File: src/rtl/sa_pkg.sv
// rtl/sa_pkg.sv - shared state encoding and default timing for the systolic-array sequencer
package sa_pkg;

  typedef enum logic [2:0] {
    S_IDLE   = 3'd0,
    S_WLOAD  = 3'd1,
    S_SETTLE = 3'd2,
    S_DATA   = 3'd3,
    S_DONE   = 3'd4
  } sa_state_t;

  localparam int DEF_ROWS   = 32;
  localparam int DEF_SETTLE = 2;

endpackage

File: src/rtl/sa_seq_ctrl.sv
// rtl/sa_seq_ctrl.sv - per-tile weight preload / settle / data sequencing for a systolic array
module sa_seq_ctrl
  import sa_pkg::*;
#(
  parameter int ROWS    = DEF_ROWS,
  parameter int SETTLE  = DEF_SETTLE,
  parameter int LAYER_W = 2,
  parameter int TILE_W  = 4
) (
  input  logic               clk,
  input  logic               rst,
  input  logic               start,
  input  logic [LAYER_W-1:0] layer_i,
  input  logic [TILE_W-1:0]  num_tiles_i,
  input  logic               d_valid_i,
  input  logic               data_last,
  input  logic               abort,
  output logic               data_enable,
  output logic               weight_start,
  output logic               weight_stop,
  output logic [LAYER_W-1:0] layer_o,
  output logic [TILE_W-1:0]  tile_idx_o,
  output logic               busy,
  output logic               done
);

  localparam int CNT_W = $clog2(ROWS + SETTLE + 1);
  localparam logic [CNT_W-1:0] WLOAD_END  = CNT_W'(ROWS - 1);
  localparam logic [CNT_W-1:0] SETTLE_END = CNT_W'(SETTLE - 1);
  localparam logic [CNT_W-1:0] CNT_MAX    = {CNT_W{1'b1}};

  sa_state_t          state, state_n;
  logic [CNT_W-1:0]   cnt, cnt_n;
  logic [TILE_W-1:0]  last_tile, last_tile_n, tile_n;
  logic [LAYER_W-1:0] layer_n;
  logic               data_enable_n, weight_start_n, weight_stop_n, busy_n, done_n;

  always_comb begin
    state_n     = state;
    cnt_n       = (cnt == CNT_MAX) ? cnt : cnt + CNT_W'(1);
    tile_n      = tile_idx_o;
    layer_n     = layer_o;
    last_tile_n = last_tile;
    case (state)
      S_IDLE: begin
        if (start && !abort) begin
          state_n     = S_WLOAD;
          layer_n     = layer_i;
          tile_n      = '0;
          // a zero tile count runs a single tile; storing count-1 keeps 2^TILE_W-1 in range
          last_tile_n = (num_tiles_i == '0) ? '0 : num_tiles_i - TILE_W'(1);
        end
      end
      S_WLOAD:  if (cnt == WLOAD_END) state_n = S_SETTLE;
      S_SETTLE: if (cnt == SETTLE_END) state_n = S_DATA;
      S_DATA: begin
        if (d_valid_i && data_last) begin
          if (tile_idx_o == last_tile) begin
            state_n = S_DONE;
          end else begin
            state_n = S_WLOAD;
            tile_n  = tile_idx_o + TILE_W'(1);
          end
        end
      end
      S_DONE:  state_n = S_IDLE;
      default: state_n = S_IDLE;
    endcase
    if (abort && state != S_IDLE) begin
      state_n = S_IDLE;
      tile_n  = '0;
      layer_n = '0;
    end
    if (state_n != state) cnt_n = '0;

    // outputs are decoded from the upcoming state so they register alongside it
    data_enable_n  = (state_n == S_DATA);
    weight_start_n = (state_n == S_WLOAD);
    weight_stop_n  = (state_n == S_DATA) || (state_n == S_IDLE) || (state_n == S_DONE);
    busy_n         = (state_n != S_IDLE);
    done_n         = (state_n == S_DONE);
  end

  always_ff @(posedge clk) begin
    if (rst) begin
      state        <= S_IDLE;
      cnt          <= '0;
      last_tile    <= '0;
      tile_idx_o   <= '0;
      layer_o      <= '0;
      data_enable  <= 1'b0;
      weight_start <= 1'b0;
      weight_stop  <= 1'b1;
      busy         <= 1'b0;
      done         <= 1'b0;
    end else begin
      state        <= state_n;
      cnt          <= cnt_n;
      last_tile    <= last_tile_n;
      tile_idx_o   <= tile_n;
      layer_o      <= layer_n;
      data_enable  <= data_enable_n;
      weight_start <= weight_start_n;
      weight_stop  <= weight_stop_n;
      busy         <= busy_n;
      done         <= done_n;
    end
  end

endmodule
File: config.mk
export PLATFORM = sky130hd
export DESIGN_NAME = sa_seq_ctrl
export DESIGN_NICKNAME = d
export VERILOG_FILES = /design/src/rtl/sa_pkg.sv /design/src/rtl/sa_seq_ctrl.sv
export SDC_FILE = /design/constraint.sdc
export NUM_CORES = 1
export LEC_CHECK = 0
export CORE_UTILIZATION = 35
export DETAILED_ROUTE_END_ITERATION = 10
export HOLD_SLACK_MARGIN = 0.02
export PLACE_DENSITY = 0.58
export SLEW_MARGIN = 5
export SYNTH_ARGS = -nofsm -noshare
export SYNTH_HDL_FRONTEND = slang
export SYNTH_SLANG_ARGS = --single-unit
File: constraint.sdc
create_clock -name clk -period 4.6 [get_ports clk]
set_input_delay 0.92 -clock clk [delete_from_list [all_inputs] [get_ports clk]]
set_output_delay 0.92 -clock clk [all_outputs]
set_load 0.03 [all_outputs]
==> results.toml <==
[critical_path]
crit_type = "primary input to flip-flop"
critPathSlowestCell = "clkdlybuf4s50_1"
crit_family = "simple AND/OR/NAND/NOR gates"
crit_arrival_ps = 2720
crit_fanout = 9
critPathLaunchType = "primary input"
cp_num_buf_inv = 1
cp-end-kind = "flip-flop"
required_ps = 4800
reg2reg_slack_ps = 2700
reg2reg_from = "state[0]$_SDFF_PP0_"
crit_chain = "clkdlybuf4s50_1, nor2_4, and3_1, o21ai_2, or3_1, a21oi_1"
critPathMaxStageDelay_ps = 560
timing.rr.end = "cnt[3]$_SDFFE_PP0P_"
reg2reg_depth = 5

[run]
max-cap-violations = 0

[cells_and_area]
n_fill_cell = 335
final_cell_mix = "24 x dfxtp_1, 22 x clkdlybuf4s50_1, 15 x nor2_1, 14 x nand2_1, 9 x nor3_1"
design_area_mm2 = 0.00160
syn2layout_area_growth_pct = 23.9
layout-drive-gt1-share_pct = 11.7
diodes = 0
multi_input_area_um2 = 752
fin_cells = 209
fin_util_pct = 46.4
layout_commonest_cell = "dfxtp_1"
layout.nets = 179
seq_area_um2 = 480

[pwr]
p_per_area_mw_per_mm2 = 291
power_leakage_nw = 0.599
irDropWorstVdd_v = 0.000172

[timing]
max_freq_mhz = 397
tns_ps = 0
worstMarginPinSlew_ps = 461
min_period_ps = 2520
finalHoldViolCount = 0
rsz0062_at_grt = "false"
clock_skew_ps = 2.42
maxSlewViolCount = 0
whs_ps = 465
fin_crit_sh_pct = 54.8
setup_viol = 0
relSlewSlack_pct = 69.2

[route]
drc = 0
antenna_left = 0
routed_wirelength_um = 2900
vias = 1135
first_pass_iters = 4
viasPerCell = 5.43
routedWlPerCell_um = 13.9
drt-initial-drc-count = 55

[placement]
placed_cells = 205
place_hpwl_um = 2140
port_buffers = 22
place_congestion = 0.784
placed_cell_area_mm2 = 0.00153

[yosys]
synth.distinct_cells = 45
synth_edf_count = 0
seq_area_frac_synth_pct = 37.3
ys_ff_latch = 24
ys_warn_count = 0
yosys.area.top_type_share_pct = 37.3
synthesis.nets = 157
yosys.area.top_type = "dfxtp_1"
ys.flop_type = "dfxtp_1"
synth_cells = 142
synth.area.top_cells = "dfxtp_1 37%, nor2_1 4.4%, nand2_1 4.1%"
async_flop_share_pct = 0
synth_area_mm2 = 0.00129
avgSynthCellArea_um2 = 9.08

[cts]
cts_setup_buffers = 0
insertion_delay_ps = 260
cts_htree_levels = 1
cts_hold_buf = 0
cts.sinks = 24
numCtsBuffers = 3
cts_max_path_buffers = 2
root_buffer = "clkbuf_8"
clk_pin_slew_worst_paths_ps = 90
ctsResizeCount = 0
cts_tree = "built"

[outcome]
outcome = "complete, no violations"

[floorplanning]
core-area_mm2 = 0.00344
die-area_mm2 = 0.00393
ios = 23
die_w_um = 62.7
die_h_um = 62.7
rows = 21
start_util_pct = 37.4

[grt]
track_usage_pct = 16.1
grt_max_degree = 15
antenna_found_initial = 0
first_global_vias = 1050
grt_overflow = 0
grt_pass1_wl_um = 5090

[min_path]
hold_end = "layer_o[1]$_SDFFE_PP0P_"
min_from = "layer_o[1]$_SDFFE_PP0P_"
worst_hold_path.num_cells = 2
hold_path_class = "flip-flop to flip-flop"
==> power by group <==
part | total [mW] | switching (mW) | internal (mW) | leakage, nW
sequential | 0.221 | 0.00651 | 0.214 | 0.195
combinational | 0.0593 | 0.0322 | 0.0272 | 0.368
clock | 0.185 | 0.0685 | 0.116 | 0.0357
total | 0.465 | 0.107 | 0.358 | 0.599
==> kinds of logic after synthesis <==
logic type                 synth area share, %
and+or+nand+nor                           29.0
DFF                                       37.3
buffers and inverters                     4.37
adders and majority gates                 2.91
muxes                                    0.777
xor gates and xnor gates                  4.76
AOI/OAI and AO/OA                         20.9
==> cell usage after synthesis (3+ instances only) <==
cell type and number:
dfxtp_1 24, a21oi_1 8, o211a_1 3, or3_1 4
nor3_1 9, ha_1 3, nand2_1 14, o21ai_0 3
nor2_1 15, nand3_1 4, xnor2_1 6, inv_1 4
==> flip-flops by register name, indices dropped and copies added, names as in the netlist <==
name and cells:
busy 1, tile_idx_o 4, state 3, data_enable 1, layer_o 2, cnt 6
weight_stop 1, weight_start 1, last_tile 4, done 1
==> worst reg2reg max path, stage by stage (launching register included) <==
cell and delay (ps):
dfxtp_1 580, nand4_1 240, or3_1 370, o22ai_2 210, nor3_2 120, o221a_1 270
==> per-stage QoR <==
stage / setup WS (ps) / power [mW]
finish: 2080 / 0.465
global route: 1990 / 0.485
CTS: 2120 / 0.467
detailed placement: 1840 / 0.284
global placement: 1860 / 0.283
floorplan: 2580 / 0.261
==> area by class of cell <==
type	count	share of cell area [%]
clock buffers	3	2.59
clock inverters	1	1.88
inverters	4	0.940
multi-input cells	109	47.1
flip-flops and latches	24	30.1
well taps	46	3.61
repair buffers	22	13.8
==> metal layers <==
metal,part of all wire [%],GRT usage [%],vias to the layer above
met5,0,0,-
met4,0.45,3.49,0
met3,3.5,3.28,2
met2,45,25.1,27
met1,51,22.6,541
li1,-,-,565
==> worst max-delay path by stage <==
stage	from	endpoint	slack (ps)	cells after the start
final	abort	tile_idx_o[3]$_SDFFE_PP0P_	2080	6
after global routing	abort	tile_idx_o[3]$_SDFFE_PP0P_	1990	6
after CTS	abort	tile_idx_o[3]$_SDFFE_PP0P_	2120	6
after detailed placement	abort	tile_idx_o[3]$_SDFFE_PP0P_	1840	6
after global placement	abort	tile_idx_o[3]$_SDFFE_PP0P_	1860	6
after floorplan	d_valid_i	cnt[3]$_SDFFE_PP0P_	2580	5
Note: power is estimated with default switching activity, not from simulation.
